==> src/rtl/aq_axi_lite_pkg.sv <==
`default_nettype none
// ============================================================================
// Module      : aq_axi_lite_pkg
// Description : Shared state encoding, AXI response codes and default
//               cache/prot attributes for the AXI4-Lite local-bus master.
// Revision    : 1.0 - initial release
// ============================================================================
package aq_axi_lite_pkg;

    // FSM state encoding
    typedef logic [2:0] state_t;

    localparam state_t c_ST_IDLE    = 3'd0;
    localparam state_t c_ST_WR_REQ  = 3'd1;
    localparam state_t c_ST_WR_RESP = 3'd2;
    localparam state_t c_ST_RD_REQ  = 3'd3;
    localparam state_t c_ST_RD_DATA = 3'd4;
    localparam state_t c_ST_RELEASE = 3'd5;

    // AXI response codes
    localparam logic [1:0] c_RESP_OKAY   = 2'b00;
    localparam logic [1:0] c_RESP_EXOKAY = 2'b01;
    localparam logic [1:0] c_RESP_SLVERR = 2'b10;
    localparam logic [1:0] c_RESP_DECERR = 2'b11;

    // Default transaction attributes
    localparam logic [3:0] c_AXI_CACHE_DEF = 4'b0011;
    localparam logic [2:0] c_AXI_PROT_DEF  = 3'b000;

    // Anything other than OKAY is reported as an error, EXOKAY included,
    // since a single-word initiator never issues exclusive accesses.
    function automatic logic resp_is_err(input logic [1:0] resp);
        return (resp != c_RESP_OKAY);
    endfunction

endpackage
`default_nettype wire

==> src/rtl/aq_axi_lite_master.sv <==
`default_nettype none
// ============================================================================
// Module      : aq_axi_lite_master
// Description : Converts single-word local-bus requests (CS/RNW/ACK) into
//               AXI4-Lite read or write transactions, one at a time.
// Revision    : 1.0 - initial release
// ============================================================================
module aq_axi_lite_master
    import aq_axi_lite_pkg::*;
#(
    parameter int         ADDR_W    = 16,
    parameter logic [3:0] AXI_CACHE = c_AXI_CACHE_DEF,
    parameter logic [2:0] AXI_PROT  = c_AXI_PROT_DEF
)(
    input  logic              CLK,
    input  logic              RST,

    // Local bus
    input  logic              LOCAL_CS,
    input  logic              LOCAL_RNW,
    input  logic [ADDR_W-1:0] LOCAL_ADDR,
    input  logic [3:0]        LOCAL_BE,
    input  logic [31:0]       LOCAL_WDATA,
    output logic              LOCAL_ACK,
    output logic [31:0]       LOCAL_RDATA,
    output logic              LOCAL_ERR,
    output logic              LOCAL_BUSY,

    // AXI write address channel
    output logic [ADDR_W-1:0] M_AXI_AWADDR,
    output logic [3:0]        M_AXI_AWCACHE,
    output logic [2:0]        M_AXI_AWPROT,
    output logic              M_AXI_AWVALID,
    input  logic              M_AXI_AWREADY,

    // AXI write data channel
    output logic [31:0]       M_AXI_WDATA,
    output logic [3:0]        M_AXI_WSTRB,
    output logic              M_AXI_WVALID,
    input  logic              M_AXI_WREADY,

    // AXI write response channel
    input  logic              M_AXI_BVALID,
    input  logic [1:0]        M_AXI_BRESP,
    output logic              M_AXI_BREADY,

    // AXI read address channel
    output logic [ADDR_W-1:0] M_AXI_ARADDR,
    output logic [3:0]        M_AXI_ARCACHE,
    output logic [2:0]        M_AXI_ARPROT,
    output logic              M_AXI_ARVALID,
    input  logic              M_AXI_ARREADY,

    // AXI read data channel
    input  logic [31:0]       M_AXI_RDATA,
    input  logic [1:0]        M_AXI_RRESP,
    input  logic              M_AXI_RVALID,
    output logic              M_AXI_RREADY
);

    state_t              r_state;
    logic [ADDR_W-1:0]   r_addr;
    logic [3:0]          r_be;
    logic [31:0]         r_wdata;
    logic [31:0]         r_rdata;
    logic                r_awvalid;
    logic                r_wvalid;
    logic                r_bready;
    logic                r_arvalid;
    logic                r_rready;
    logic                r_ack;
    logic                r_err;

    logic                w_aw_beat;
    logic                w_w_beat;
    logic                w_ar_beat;
    logic                w_aw_done;
    logic                w_w_done;

    // Handshake decode; a channel counts as done once its VALID has dropped
    // after an earlier beat, so AW and W may finish in either order.
    always_comb begin
        w_aw_beat = r_awvalid & M_AXI_AWREADY;
        w_w_beat  = r_wvalid  & M_AXI_WREADY;
        w_ar_beat = r_arvalid & M_AXI_ARREADY;
        w_aw_done = ~r_awvalid | w_aw_beat;
        w_w_done  = ~r_wvalid  | w_w_beat;
    end

    // Transaction FSM with registered VALID/READY outputs and request latches
    always_ff @(posedge CLK) begin
        if (RST) begin
            r_state   <= c_ST_IDLE;
            r_addr    <= '0;
            r_be      <= '0;
            r_wdata   <= '0;
            r_rdata   <= '0;
            r_awvalid <= 1'b0;
            r_wvalid  <= 1'b0;
            r_bready  <= 1'b0;
            r_arvalid <= 1'b0;
            r_rready  <= 1'b0;
            r_ack     <= 1'b0;
            r_err     <= 1'b0;
        end else begin
            r_ack <= 1'b0;
            case (r_state)
                c_ST_IDLE: begin
                    if (LOCAL_CS) begin
                        r_addr  <= LOCAL_ADDR;
                        r_be    <= LOCAL_BE;
                        r_wdata <= LOCAL_WDATA;
                        if (LOCAL_RNW) begin
                            r_arvalid <= 1'b1;
                            r_state   <= c_ST_RD_REQ;
                        end else begin
                            r_awvalid <= 1'b1;
                            r_wvalid  <= 1'b1;
                            r_state   <= c_ST_WR_REQ;
                        end
                    end
                end

                c_ST_WR_REQ: begin
                    if (w_aw_beat) begin
                        r_awvalid <= 1'b0;
                    end
                    if (w_w_beat) begin
                        r_wvalid <= 1'b0;
                    end
                    if (w_aw_done && w_w_done) begin
                        r_bready <= 1'b1;
                        r_state  <= c_ST_WR_RESP;
                    end
                end

                c_ST_WR_RESP: begin
                    if (M_AXI_BVALID) begin
                        r_bready <= 1'b0;
                        r_err    <= resp_is_err(M_AXI_BRESP);
                        r_ack    <= 1'b1;
                        r_state  <= c_ST_RELEASE;
                    end
                end

                c_ST_RD_REQ: begin
                    if (w_ar_beat) begin
                        r_arvalid <= 1'b0;
                        r_rready  <= 1'b1;
                        r_state   <= c_ST_RD_DATA;
                    end
                end

                c_ST_RD_DATA: begin
                    if (M_AXI_RVALID) begin
                        r_rready <= 1'b0;
                        r_rdata  <= M_AXI_RDATA;
                        r_err    <= resp_is_err(M_AXI_RRESP);
                        r_ack    <= 1'b1;
                        r_state  <= c_ST_RELEASE;
                    end
                end

                // Wait for the requester to drop CS so a held CS cannot
                // launch a second transaction.
                c_ST_RELEASE: begin
                    if (!LOCAL_CS) begin
                        r_state <= c_ST_IDLE;
                    end
                end

                default: begin
                    r_state <= c_ST_IDLE;
                end
            endcase
        end
    end

    assign LOCAL_ACK     = r_ack;
    assign LOCAL_RDATA   = r_rdata;
    assign LOCAL_ERR     = r_err;
    assign LOCAL_BUSY    = (r_state != c_ST_IDLE);

    assign M_AXI_AWADDR  = r_addr;
    assign M_AXI_AWCACHE = AXI_CACHE;
    assign M_AXI_AWPROT  = AXI_PROT;
    assign M_AXI_AWVALID = r_awvalid;

    assign M_AXI_WDATA   = r_wdata;
    assign M_AXI_WSTRB   = r_be;
    assign M_AXI_WVALID  = r_wvalid;

    assign M_AXI_BREADY  = r_bready;

    assign M_AXI_ARADDR  = r_addr;
    assign M_AXI_ARCACHE = AXI_CACHE;
    assign M_AXI_ARPROT  = AXI_PROT;
    assign M_AXI_ARVALID = r_arvalid;

    assign M_AXI_RREADY  = r_rready;

endmodule
`default_nettype wire

==> config.mk <==
export PLATFORM = sky130hd
export DESIGN_NAME = aq_axi_lite_master
export DESIGN_NICKNAME = d
export VERILOG_FILES = /design/src/rtl/aq_axi_lite_pkg.sv /design/src/rtl/aq_axi_lite_master.sv
export SDC_FILE = /design/constraint.sdc
export NUM_CORES = 1
export LEC_CHECK = 0
export ABC_AREA = 1
export CAP_MARGIN = 20
export CORE_ASPECT_RATIO = 2
export CORE_MARGIN = 1
export CORE_UTILIZATION = 34
export CTS_CLUSTER_DIAMETER = 120
export DETAILED_ROUTE_END_ITERATION = 8
export GPL_ROUTABILITY_DRIVEN = 0
export MAX_ROUTING_LAYER = met4
export PLACE_DENSITY = 0.85
export SYNTH_ARGS = -nofsm -noshare
export SYNTH_HDL_FRONTEND = slang
export SYNTH_SLANG_ARGS = --single-unit
==> constraint.sdc <==
create_clock -name CLK -period 1.1 [get_ports CLK]
set_input_delay 0.22 -clock CLK [delete_from_list [all_inputs] [get_ports CLK]]
set_output_delay 0.22 -clock CLK [all_outputs]
set_load 0.05 [all_outputs]
==> out/metrics.cfg, run 1 <==
[sta]
rsz0062_at_grt=yes
hold_viol_final=0
fmax_mhz=605.7
drv_slew=0
setup_viol=96
min_period_ps=1651
fin_skew_ps=8.756
fin_ws_ps=-551.0
fin_crit_sh=1.501

[global_routing]
antenna_found_initial=0
gr-total-overflow=0
grt_pass1_wl_mm=21.07
grt_use_total=0.2559
grt_pass1_vias=4164
grt_max_degree=57

[power]
power_mw=20.52
swShare=0.4071
vdd_drop_max_mv=1.302
p_comb_frac=0.586
power_density_nw_per_um2=2435
power.internal_mw=12.16
p_leak_nw=3.320
sequentialPowerShare=0.249
p_switching_mw=8.354
power.clock.fraction=0.165

[setup_path]
crit_arrival_ps=1890
cpPeakStageDelay_ps=360
crit_chain=nor2_4 -> buf_12 -> nand2_8 -> inv_4 -> nand2_8 -> clkinv_8 -> bufbuf_16 -> nand2_1 -> a21oi_2
crit_path_start_kind=register
critPathKind=register to register
cpMostUsedCell=nand2_8
r2r_start=r_state[1]
required_ps=1340
cp_slowest_cell=dfxtp_4
ff2ff_setup_slack_ps=-550
cp_max_fo=7
end_kind=register
rr_endpoint=M_AXI_WDATA[30]
reg2regPathDepth=9

[clock_network]
worstSkewPairLatency_ps=340
clockBufferDepth=2
ctsHtreeMaxLevel=3
path_clk_slew_ps=60
cts_tree=built
cts_buffers=9
clock-sinks=94
cts_root_buf=clkbuf_16
holdBufCountCts=0

[synthesis]
netlist_area_sq_um=3709
synth-edff-count=0
synth_top_area_share=0.5074
async_flop_share=0
synth_most_common_cell=nand2_1
synth-seq-area-share=0.5074
synth_ff_type=dfxtp_1
synth_area_per_cell_sq_um=7.615
synth_top_area_cell=dfxtp_1
synth_area_leaders=dfxtp_1 51%, nand2_1 13%, nor2_1 8.2%, a21oi_1 8.0%, buf_4 6.3%
synth.yosys.warnings=0
synth_common_cells=129 x nand2_1, 94 x dfxtp_1, 81 x nor2_1, 59 x a21oi_1, 39 x o21ai_0
synth-seq-cells=94
synth_cells=487
synth_cell_types=19

[placed_design]
post_dp_cell_area_sq_um=6945
place_ws_ps=-476.6
dp_hpwl_mm=9.441
port_buffers=204

[floorplanning]
fp.dieH_um=149.7
pin_count=219
placementRows=53
die_width_um=75.85
die_area_sq_um=11350
fp.coreArea_sq_um=10540
start_util=0.3517

[layout]
area_delta_synth_final_pct=127.2
n_antenna_cell=0
layout.nets=808
drive_gt1_frac=0.5293
final_area_sq_um=8426

[drt]
drt_iter0_drc=165
first_pass_iters=4
wl_per_cell_um=18.73
vias=4149
vias_per_cell=4.864
drtAntennaViolNets=0
wl_mm=15.98
drcViolationCount=0

[run]
drv_cap=0

[min_path]
hold_path.startpoint=RST
hold_class=input port to register
min_delay_worst_endpoint=M_AXI_RREADY
holdPathStages=2

[status]
status=finished with violations
violations=setup timing

worst max-delay path, delay by kind of cell, from the launching register on:
kind	cells	cell delay (ps)
flip-flops	1	360
buffers and inverters	4	560
AND/OR/NAND/NOR	4	410
AO/OA/AOI/OAI	1	230
per-stage QoR:
step           std cells  hold WS, ps    util  TNS, ps
5_1_grt              853        104.9  0.7991   -34120
6_report             853        93.89  0.7991   -29160
3_3_place_gp         808        458.4  0.6587   -25020
2_1_floorplan        499        354.9       -    -9278
3_5_place_dp         808        457.1  0.6587   -28380
4_1_cts              840        93.09  0.7364   -24810
cells by family (layout without fill, tap and decap cells):
kind of cell | count (synthesis) | in the layout | synth area share
other cells | 2 | 14 | 0.002025
buf+inv | 73 | 290 | 0.1269
compound gates | 98 | 98 | 0.1323
simple gates | 220 | 220 | 0.2314
flops | 94 | 94 | 0.5074
power by group through the flow:
stage | Clock (mW) | Combinational, mW | Sequential [mW]
after floorplan | 0 | 2.92 | 6.61
after global placement | 0 | 8.93 | 4.91
after detailed placement | 0 | 9.18 | 4.98
after CTS | 3.40 | 10.7 | 4.97
after global routing | 3.57 | 12.5 | 5.18
final | 3.38 | 12.0 | 5.11
worst max-delay path by stage:
stage | cells after the start | slack (ps) | startpoint | end
after global placement | 8 | -370 | M_AXI_AWREADY | r_state[1]
after global routing | 9 | -590 | r_state[1] | M_AXI_WDATA[30]
after CTS | 5 | -340 | r_state[0] | LOCAL_BUSY
after detailed placement | 9 | -480 | M_AXI_AWREADY | r_state[1]
after floorplan | 8 | -130 | r_state[2] | M_AXI_WDATA[10]
final | 9 | -550 | r_state[1] | M_AXI_WDATA[30]
cells in the final DEF, fill, tap and decap left out, types with 6 or more instances in the layout:
cell             count
buf_12             120
nand2_1            104
clkdlybuf4s50_1     95
dfxtp_2             71
nor2_1              48
a21oi_1             31
a21oi_2             28
nor2_4              23
nand2_2             23
o21ai_0             22
dfxtp_4             18
buf_4               16
conb_1              14
clkbuf_16           14
buf_6               13
nor2_2              12
o21ai_2             12
inv_1                9
buf_16               6
state kept, by name, indices dropped and copies added, names as in the netlist, 3 cells and up:
signal,flops
M_AXI_WDATA,32
r_state,3
M_AXI_WSTRB,4
LOCAL_RDATA,32
M_AXI_ARADDR,16
cell type report:
class                   instances  area, sq um
inverters                      17        88.84
multi-input cells             332         1857
fillers                       600         2118
repair buffers                257         3948
clock inverters                 5        80.08
flip-flops and latches         94         2038
clock buffers                  11        242.7
well taps                     137        171.4
timing repair:
| item | CTS | global route |
|---|---|---|
| gates resized for setup | 82 | 183 |
| setup buffers | 8 | 8 |
| endpoints found under the setup margin | 142 | 170 |
| gates cloned | 8 | 6 |
| pin swaps | 10 | 30 |
per-layer routing:
metal	track usage	wire length (um)
met5	-	0
met2	0.4602	9106
met4	0.1426	894
met1	0.2397	5122
met3	0.05320	853
Note: power is estimated with default switching activity, not from simulation.
==> run 2: changes to the inputs <==
Settings changed: CORE_UTILIZATION 34 to 35, CTS_BUF_LIST from default to sky130_fd_sc_hd__clkbuf_4, PLACE_DENSITY 0.85 to 0.86.
==> run 2 against run 1 <==
The flow still finishes with violations (setup timing); routed wire length is 59% higher; final cell count is 5.7% higher; die area is 2.8% lower; clock power is 44% lower; count of clock-buffer cells in the layout stayed put; register-to-register slack worse by 110 ps; highest routed layer unchanged.
==> out/metrics.cfg, run 2 (synthesis results as in run 1) <==
[status]
status=finished with violations
violations=setup timing

[clock_network]
clock-sinks=94  ; unchanged
ctsHtreeMaxLevel=3  ; unchanged
holdBufCountCts=0  ; unchanged
cts_tree=built
worstSkewPairLatency_ps=490  ; +150 ps
cts_root_buf=clkbuf_4
cts_buffers=9  ; unchanged
clockBufferDepth=2  ; unchanged
path_clk_slew_ps=180  ; +120 ps

[sta]
maxSlewHeadroom=0.6157
drv_slew=0  ; unchanged
fin_ws_ps=-665.9  ; -114.9 ps
fin_crit_sh=1.605  ; +0.1045
worst_pin_slew_ps=576.4
fin_skew_ps=39.38  ; +30.62 ps
setup_viol=202  ; +110%
fmax_mhz=566.3  ; -6.5%
hold_viol_final=0  ; unchanged
min_period_ps=1766  ; +114.9 ps
rsz0062_at_grt=yes

[layout]
layout.nets=857  ; +6.1%
layout_commonest_cell=buf_12
drive_gt1_frac=0.6758  ; +0.1465
final_cell_mix=120 x buf_12, 95 x clkdlybuf4s50_1, 76 x nand2_4
area_delta_synth_final_pct=148.1
final_core_util=0.9009  ; +0.1018

[global_routing]
grt_use_total=0.3608  ; +0.1049
grt_max_degree=33  ; -42%
grt_pass1_wl_mm=27.88  ; +32%
gr-total-overflow=0  ; unchanged
grt_pass1_vias=5001  ; +20%
antenna_found_initial=2  ; +2

[power]
power.clock.fraction=0.086  ; -0.079
vdd_drop_max_mv=1.553  ; +19%
p_comb_frac=0.676  ; +0.090
swShare=0.4761  ; +0.06892
sequentialPowerShare=0.238  ; -0.011
power_mw=22.16  ; +8.0%
power_density_nw_per_um2=2408  ; -1.1%
p_switching_mw=10.55  ; +26%
p_leak_nw=3.916  ; +18%
power.internal_mw=11.61  ; -4.6%

[setup_path]
end_kind=register
required_ps=1470  ; +130 ps
crit_path_start_kind=register
crit_arrival_ps=2140  ; +250 ps
cp_max_fo=5  ; -2
critPathKind=register to register

[drt]
first_pass_iters=5  ; +1
wl_mm=25.38  ; +59%
wl_per_cell_um=28.13  ; +50%
drtAntennaViolNets=0  ; unchanged
drt_iter0_drc=380  ; +130%
drcViolationCount=0  ; unchanged
vias_per_cell=5.595  ; +15%
vias=5047  ; +22%

[floorplanning]
fp.coreArea_sq_um=10210  ; -3.1%
fp.dieH_um=147.6  ; -1.4%
die_area_sq_um=11040  ; -2.8%
die_width_um=74.79  ; -1.4%
placementRows=52  ; -1.9%
start_util=0.3631  ; +0.01133
pin_count=219  ; unchanged

[placed_design]
dp_hpwl_mm=10.04  ; +6.4%
place_ws_ps=-458.0  ; +18.60 ps
port_buffers=204  ; unchanged

[run]
drv_cap=0  ; unchanged

[min_path]
hold_class=input port to register

run 2: changes by cell type in the layout (fill, tap and decap cells not counted), sizes merged:
cell	delta
clkinv	+2
diode	+2
bufbuf	-1
clkbuf	-3
buf	+53
bufinv	-2
run 2: what timing repair did:
item / CTS / global route
setup endpoints to repair: 201 / 202
cloned: 11 / 2
pin swaps: 21 / 58
resized for setup: 244 / 201
setup buffers: 39 / 30
run 2: through the flow:
step	setup TNS (ps)	area, sq um	hold slack [ps]	instances
floorplan	-9278	3792	354.9	499
global placement	-27760	6918	485.3	806
detailed placement	-32060	6918	492.4	806
CTS	-41690	8299	207.4	872
global route	-65140	9203	257.1	902
finish	-59500	9203	263.0	902
run 2: area by class of cell:
cell class / instances / area, sq um
Clock buffer: 11 / 82.58
Fill cell: 365 / 1012
Timing Repair Buffer: 306 / 4263
Inverter: 17 / 93.84
Clock inverter: 5 / 35.03
Sequential cell: 94 / 2117
Tap cell: 135 / 168.9
Antenna cell: 2 / 5.005
Multi-Input combinational cell: 332 / 2437
run 2: final timing paths:
path                            slack (ps)  depth (start not counted)        endpoint            from
worst min register to register         540                          2  M_AXI_WSTRB[0]  M_AXI_WSTRB[0]
worst max-delay path                  -670                         10   M_AXI_AWVALID      r_state[1]
worst min-delay path                   260                          5      r_state[1]             RST
worst max register to register        -670                         10   M_AXI_AWVALID      r_state[1]
run 2: metal layers:
layer,up-vias,wire length [um],part of all wire,global-route usage
li1,2042,-,-,-
met5,-,0,0,-
met2,429,12240,0.48,0.6000
met3,188,2678,0.11,0.1186
met4,0,2460,0.097,0.2566
met1,2388,7997,0.32,0.3326
run 2: worst max-delay path: stages, from the launching register on:
cell and delay (ps):
dfxtp_4 400, nor2_4 120, buf_6 120, nand2_4 50, buf_6 120, inv_6 60
nand2_8 80, buf_12 180, nor2_4 110, o21ai_2 70, a21oi_1 320
run 2: power groups by stage:
stage               Sequential, mW  Combinational, mW  Clock [mW]
CTS                           5.06               12.3        1.76
global route                  5.30               15.3        2.02
finish                        5.28               15.0        1.90
detailed placement            4.99               9.09           0
global placement              4.93               8.83           0
floorplan                     6.61               2.92           0
